**src/rtl/uart_rx_stream.sv**
```systemverilog
// UART 8N1 receiver feeding a small first-word-fall-through byte FIFO with a valid/ready output.
// Framing errors and overruns are reported as single-cycle pulses.
module uart_rx_stream #(
  parameter int DIVISOR    = 868,
  parameter int FIFO_DEPTH = 16
) (
  input  logic                              clk,
  input  logic                              rst,
  input  logic                              i_rx,
  output logic [7:0]                        o_data,
  output logic                              o_valid,
  input  logic                              i_ready,
  output logic                              o_frame_err,
  output logic                              o_overrun,
  output logic [$clog2(FIFO_DEPTH+1)-1:0]   o_count,
  output logic [2:0]                        o_dbg_state
);

  localparam int TW = $clog2(DIVISOR);
  localparam int PW = $clog2(FIFO_DEPTH);
  localparam int CW = $clog2(FIFO_DEPTH + 1);
  localparam logic [TW-1:0] HALF_LOAD = TW'(DIVISOR / 2 - 1);
  localparam logic [TW-1:0] FULL_LOAD = TW'(DIVISOR - 1);

  typedef enum logic [2:0] {
    ST_IDLE  = 3'd0,
    ST_START = 3'd1,
    ST_DATA  = 3'd2,
    ST_STOP  = 3'd3,
    ST_BREAK = 3'd4
  } state_t;

  state_t          state_q, state_d;
  logic [TW-1:0]   timer_q, timer_d;
  logic [2:0]      bit_idx_q, bit_idx_d;
  logic [7:0]      shift_q, shift_d;
  logic            frame_err_q, frame_err_d;
  logic            overrun_q;
  logic            sync1_q, rx_s_q, rx_prev_q;
  logic            fall, tick, push_req;

  logic [7:0]      mem [FIFO_DEPTH];
  logic [PW-1:0]   wr_ptr_q, rd_ptr_q;
  logic [CW-1:0]   count_q;
  logic            pop, push, full;

  // Two-flop synchronizer plus one delayed copy for falling-edge detection.
  always_ff @(posedge clk) begin
    if (rst) begin
      sync1_q   <= 1'b1;
      rx_s_q    <= 1'b1;
      rx_prev_q <= 1'b1;
    end else begin
      sync1_q   <= i_rx;
      rx_s_q    <= sync1_q;
      rx_prev_q <= rx_s_q;
    end
  end

  assign fall = rx_prev_q & ~rx_s_q;
  assign tick = (timer_q == '0);

  always_comb begin
    state_d     = state_q;
    timer_d     = timer_q;
    bit_idx_d   = bit_idx_q;
    shift_d     = shift_q;
    push_req    = 1'b0;
    frame_err_d = 1'b0;
    case (state_q)
      ST_IDLE: begin
        if (fall) begin
          timer_d = HALF_LOAD;
          state_d = ST_START;
        end
      end
      ST_START: begin
        if (tick) begin
          if (!rx_s_q) begin
            timer_d   = FULL_LOAD;
            bit_idx_d = 3'd0;
            state_d   = ST_DATA;
          end else begin
            state_d = ST_IDLE;
          end
        end else begin
          timer_d = timer_q - 1'b1;
        end
      end
      ST_DATA: begin
        if (tick) begin
          shift_d   = {rx_s_q, shift_q[7:1]};
          timer_d   = FULL_LOAD;
          bit_idx_d = bit_idx_q + 3'd1;
          if (bit_idx_q == 3'd7) state_d = ST_STOP;
        end else begin
          timer_d = timer_q - 1'b1;
        end
      end
      ST_STOP: begin
        if (tick) begin
          if (rx_s_q) begin
            push_req = 1'b1;
            state_d  = ST_IDLE;
          end else begin
            frame_err_d = 1'b1;
            state_d     = ST_BREAK;
          end
        end else begin
          timer_d = timer_q - 1'b1;
        end
      end
      ST_BREAK: begin
        if (rx_s_q) state_d = ST_IDLE;
      end
      default: state_d = ST_IDLE;
    endcase
  end

  always_ff @(posedge clk) begin
    if (rst) begin
      state_q     <= ST_IDLE;
      timer_q     <= '0;
      bit_idx_q   <= 3'd0;
      shift_q     <= 8'h00;
      frame_err_q <= 1'b0;
      overrun_q   <= 1'b0;
    end else begin
      state_q     <= state_d;
      timer_q     <= timer_d;
      bit_idx_q   <= bit_idx_d;
      shift_q     <= shift_d;
      frame_err_q <= frame_err_d;
      overrun_q   <= push_req & full & ~pop;
    end
  end

  // Valid/ready: a byte transfers in every cycle where o_valid & i_ready are both high;
  // o_valid never drops and o_data never changes while a byte waits unaccepted.
  assign pop  = o_valid & i_ready;
  assign full = (count_q == CW'(FIFO_DEPTH));
  assign push = push_req & (~full | pop);

  always_ff @(posedge clk) begin
    if (rst) begin
      wr_ptr_q <= '0;
      rd_ptr_q <= '0;
      count_q  <= '0;
    end else begin
      if (push) wr_ptr_q <= wr_ptr_q + 1'b1;
      if (pop)  rd_ptr_q <= rd_ptr_q + 1'b1;
      case ({push, pop})
        2'b10:   count_q <= count_q + 1'b1;
        2'b01:   count_q <= count_q - 1'b1;
        default: count_q <= count_q;
      endcase
    end
  end

  always_ff @(posedge clk) begin
    if (push) mem[wr_ptr_q] <= shift_q;
  end

  assign o_valid     = (count_q != '0);
  assign o_data      = o_valid ? mem[rd_ptr_q] : 8'h00;
  assign o_count     = count_q;
  assign o_frame_err = frame_err_q;
  assign o_overrun   = overrun_q;
  assign o_dbg_state = state_q;

endmodule

```
**config.mk**
```make
export PLATFORM = sky130hd
export DESIGN_NAME = uart_rx_stream
export DESIGN_NICKNAME = d
export VERILOG_FILES = /design/src/rtl/uart_rx_stream.sv
export SDC_FILE = /design/constraint.sdc
export NUM_CORES = 1
export LEC_CHECK = 0
export BUFFER_PORTS_ARGS = -buffer_cell sky130_fd_sc_hd__buf_2
export CAP_MARGIN = 15
export CORE_ASPECT_RATIO = 1.2
export CORE_MARGIN = 2
export CORE_UTILIZATION = 40
export DETAILED_ROUTE_END_ITERATION = 8
export PLACE_DENSITY_LB_ADDON = 0.3
export SETUP_SLACK_MARGIN = 0.15
export SYNTH_ARGS = -nofsm -noshare
export SYNTH_HDL_FRONTEND = slang
export SYNTH_SLANG_ARGS = --single-unit
```
**constraint.sdc**
```tcl
create_clock -name clk -period 2.94 [get_ports clk]
set_clock_uncertainty 0.15 [all_clocks]
set_input_delay 0.147 -clock clk [delete_from_list [all_inputs] [get_ports clk]]
set_output_delay 0.147 -clock clk [all_outputs]
set_load 0.05 [all_outputs]
```
Yosys cells after proc, flatten, opt, wreduce, memory -nomap -nowiden
Memories as Yosys holds them, arrays and structs flattened. A register that Yosys moved wholly into a read port is not among the register bits.
Index checks and enable logic that the tools add are counted.

cells by class
  add/sub/neg operators = 6
  equal/unequal tests = 17
  mux-type cells = 29
  bitwise gates (word level) = 11
  reduce and logical (&&, ||, !) cells = 11

operators by type and width
  kind                                                                    number
  10-bit two-way mux                                                      5
  10-bit case mux with 4 select lines                                     1
  3-bit two-way mux                                                       10
  2-bit != test (second input constant)                                   8
  3-bit case mux with 5 select lines                                      1
  10-bit logical NOT                                                      1
  5-bit case mux with 2 select lines                                      1
  10-bit by 1-bit subtractor with 10-bit output (second input constant)   1
  4-bit by 1-bit adder with 4-bit output (second input constant)          2
  4-bit two-way mux                                                       2
  8-bit two-way mux                                                       1
  4-bit AND reduction                                                     2
  3-bit by 2-bit equality test with 1-bit output (second input constant)  2
  3-bit equality test (second input constant)                             2
  1-bit two-way mux                                                       6
  3-bit case mux with 2 select lines                                      1
  6-bit AND reduction                                                     1
  5-bit by 1-bit adder with 5-bit output (second input constant)          1
  1-bit bitwise AND                                                       5
  5-bit equality test (second input constant)                             1
  1-bit inverter                                                          5
  5-bit nonzero test                                                      1
  5-bit by 1-bit subtractor with 5-bit output (second input constant)     1
  2-bit nonzero test                                                      2
  other kinds (11)                                                        11

storage, ports and cells
  register bits after elaboration = 42
  memory bits (writable) = 128
  input port bits = 4
  output and inout port bits = 19
  logic and storage cells = 87
  memories = 1

memory list
  memory  words  width  read ports  clocked after memory_dff  write ports  line  RTL
  mem     16     8      1           1                         1            42    logic [7:0] mem [FIFO_DEPTH];

Logic depth before layout (Yosys ltp)
  depth after elaboration = 6
  gate-level depth with buffers = 11
  depth with buffers taken out = 10

Worst setup path before layout
No wires, ideal clock.

  path kind = flip-flop to flip-flop
  from = register count_q[1] (netlist: o_count[1])
  to = register count_q[4] (netlist: o_count[4])
  library setup time = 0.078 ns
  data arrival time = 2.849 ns
  data required time = 2.712 ns
  setup slack = -0.137 ns
  stages on the path, launching flop included = 11
  buffers on the path = 1
  period minus slack after synthesis = 3.077 ns
  cell sequence = dfxtp_1 > or4_4 > buf_6 > o21ai_4 > nor2_1 > xor2_1 > ha_1 > o31a_1 > or4_1 > and3_1 > nor3_1

on the way
  cells in the longest elaborated chain, start to end = 6
  elaborated cells on any way between the ends = 12
  those cells by class = add/sub: 2; eq/ne: 3; mux: 1; bitwise: 4; reduce/logical: 2

RTL lines
  element                                                                                       line      RTL
  start: declaration                                                                            44        logic [CW-1:0] count_q;
  start signal: assignment                                                                      153       2'b10: count_q <= count_q + 1'b1;
  start signal: assignment                                                                      154       2'b01: count_q <= count_q - 1'b1;
  start signal: assignment                                                                      155       default: count_q <= count_q;
  5-bit nonzero test / 5-bit equality test (equally long branches)                              164, 141
  1-bit bitwise AND / 1-bit inverter (equally long branches)                                    140, 142
  1-bit bitwise OR                                                                              142       assign push = push_req & (~full | pop);
  1-bit bitwise AND                                                                             142
  2-bit by 1-bit equality test with 1-bit output / 2-bit equality test (equally long branches)  152       case ({push, pop})
  5-bit case mux with 2 select lines / 2-bit nonzero test (equally long branches)               n/a

Parallel ways exist; a longest one is shown, timed or not.
A chain may end at the register's enable or synchronous reset.

Final worst setup path
  from = register count_q[0] (netlist: o_count[0])
  to = register count_q[4] (netlist: o_count[4])

Same word-level chain as after synthesis.

==> results.json <==
{
  "outcome": "complete, no violations",
  "hold_path_class": "in -> reg",
  "synth-warning-count": 0,
  "netlist_area_um2": 7330,
  "synth_area_leaders": "edfxtp_1, dfxtp_1, mux4_2",
  "final_core_util_pct": 46.71,
  "vias": 4188,
  "worstSetupStartpointType": "register",
  "port_buffers": 22,
  "rows": 54,
  "rsz0062_at_grt": "yes",
  "critPathArrivalTime_ns": 2.93,
  "grt_pass1_wl_um": 23940,
  "drive_gt1_share_pct": 26.72,
  "period_share_pct": 93.18,
  "area_growth_pct": 14.97,
  "core-area_um2": 18040,
  "wl_per_cell_um": 20.33,
  "synth_area_leader_cell": "edfxtp_1",
  "fmax_mhz": 365.0,
  "initial_core_util_pct": 40.63,
  "cap_viol_max_count": 0,
  "tns_ns": 0,
  "p_per_area_nw_per_um2": 808.5,
  "die_h_um": 152.3,
  "cts_sinks": 174,
  "grt_pass1_vias": 4347,
  "endpoint_kind": "register",
  "synthTopCellsByCount": "edfxtp_1, dfxtp_1, mux4_2",
  "synth.most_common_cell": "edfxtp_1",
  "relSlewSlack_pct": 46.88,
  "synthFlopType": "edfxtp_1",
  "clkTransAtPathRegs_ns": 0.07,
  "nets": 526,
  "p_leak_nw": 2.908,
  "wirelength_um": 15230,
  "p_total_w": 0.006813,
  "insertion_delay_ns": 0.42,
  "ys_ff_latch": 174,
  "grt_usage_pct": 16.45,
  "slew_viol_final": 0,
  "ys_types": 60,
  "hold_viol_final": 0,
  "critical_path_class": "reg -> reg",
  "viasPerCell": 5.591,
  "synth.avg_cell_area_um2": 15.46,
  "antenna_left": 0,
  "required_ns": 3.13,
  "cts_buffers": 17,
  "synthCells": 474,
  "ys_seq_area_share_pct": 65.01,
  "gp_congestion": 0.8247,
  "setup_viol": 0,
  "synth_edf_count": 128,
  "clock_path_buffers": 2,
  "dr.pass1.iters": 4,
  "htreeDepth": 4,
  "drt_iter0_drc": 318,
  "peakVddDrop_uv": 708.3,
  "cp_max_fo": 5,
  "remaining_drc_errors": 0,
  "fin_crit_ns": 2.739,
  "cts-root-buf": "clkbuf_16",
  "antenna_found_initial": 0,
  "dp_hpwl_um": 10100,
  "overflow": 0,
  "cts_tree": "done",
  "num_io_pins": 23,
  "synth.top_cell.area_share_pct": 52.44,
  "synth_nets": 489,
  "ys_async_sr_fraction_pct": 0,
  "grt_max_degree": 45,
  "worst_pin_slew_ns": 0.7969,
  "die_area_um2": 19430,
  "chipWidth_um": 127.6
}
[sequential cells by signal, indices dropped and copies added (netlist names), 3 cells and up, named ones only]
signal and flops:
wr_ptr_q 4, rd_ptr_q 4, o_count 5, timer_q 10
o_dbg_state 3, bit_idx_q 3, shift_q 8, mem 128
[where the power goes]
part           switching, W  internal [W]
logic               0.00116      0.000755
registers          0.000106       0.00268
clock network      0.000939       0.00118
[cell type report]
cell class / instances / area, µm²
fillers: 1578 / 9613
flip-flops and latches: 174 / 4780
multi-input cells: 263 / 2436
clock buffers: 17 / 425.4
repair buffers: 42 / 315.3
well taps: 224 / 280.3
clock inverters: 15 / 138.9
inverters: 13 / 48.80
diodes: 1 / 2.502
[through the flow]
stage               instance area [µm²]  hold WS (ns)  worst slack, ns  cells
floorplan                          7356        0.1008          0.08268    474
global placement                   7789        0.1858           0.2354    712
detailed placement                 7789        0.1892           0.2249    712
CTS                                8381       0.01561           0.1646    747
global route                       8424       0.03296           0.1112    748
finish                             8427       0.02651           0.2006    749
[placed cells by master, fill, tap and decap left out, types with 4 or more instances in the layout]
cell	netlist	final
nor3_1	10	8
and2_1	17	17
o21ai_0	9	9
or4_1	4	4
nand3_1	13	13
buf_4	0	15
clkbuf_16	0	18
nand2b_1	5	5
ha_1	11	10
inv_1	13	13
a21oi_1	19	19
mux4_2	40	40
mux2i_1	12	12
clkinv_4	0	5
or3_1	4	4
edfxtp_1	128	128
dfxtp_1	46	40
buf_2	5	21
or2_2	4	4
a31oi_1	6	6
nand2_1	10	10
nor2_1	33	31
nor4_1	5	5
xor2_1	4	4
[worst paths after layout]
| path | startpoint | endpoint | slack, ns | cells past startpoint |
|---|---|---|---|---|
| hold / removal | i_ready | o_overrun | 0.03 | 3 |
| setup / recovery | o_count[0] | o_count[4] | 0.20 | 9 |
| setup reg to reg | o_count[0] | o_count[4] | 0.20 | 9 |
| hold reg to reg | sync1_q | rx_s_q | 0.26 | 1 |
[what timing repair did]
action	4_1_cts	5_1_grt
gates resized for setup	1	6
pin swaps	0	0
setup endpoints to repair	8	12
buffers inserted	2	0
gates cloned	0	1
hold endpoints to repair	1	0
hold buffers	1	0
[routing by layer]
layer / GRT usage [%] / up-vias / routed length, µm
met5: 0 / - / 0
met4: 7.117 / 0 / 390
met3: 3.546 / 28 / 707
met2: 28.06 / 117 / 7929
met1: 20.08 / 2108 / 6197
li1: - / 1935 / -
[logic make-up after synthesis]
kind of cell | share of synthesized area, %
xor+xnor | 0.7170
simple gates | 9.850
fa+ha+maj | 1.878
compound gates | 6.128
flops | 65.01
mux | 14.34
buf+inv | 2.083
[worst max-delay path, stage by stage, from the launching register on]
cell and delay (ns):
dfxtp_4 0.36, or4_4 0.59, o21ai_4 0.18, nor2_2 0.07
xor2_1 0.14, ha_2 0.20, o31a_1 0.23, or4_1 0.42
and3_1 0.18, nor3_1 0.15
Note: power is estimated with default switching activity, not from simulation.
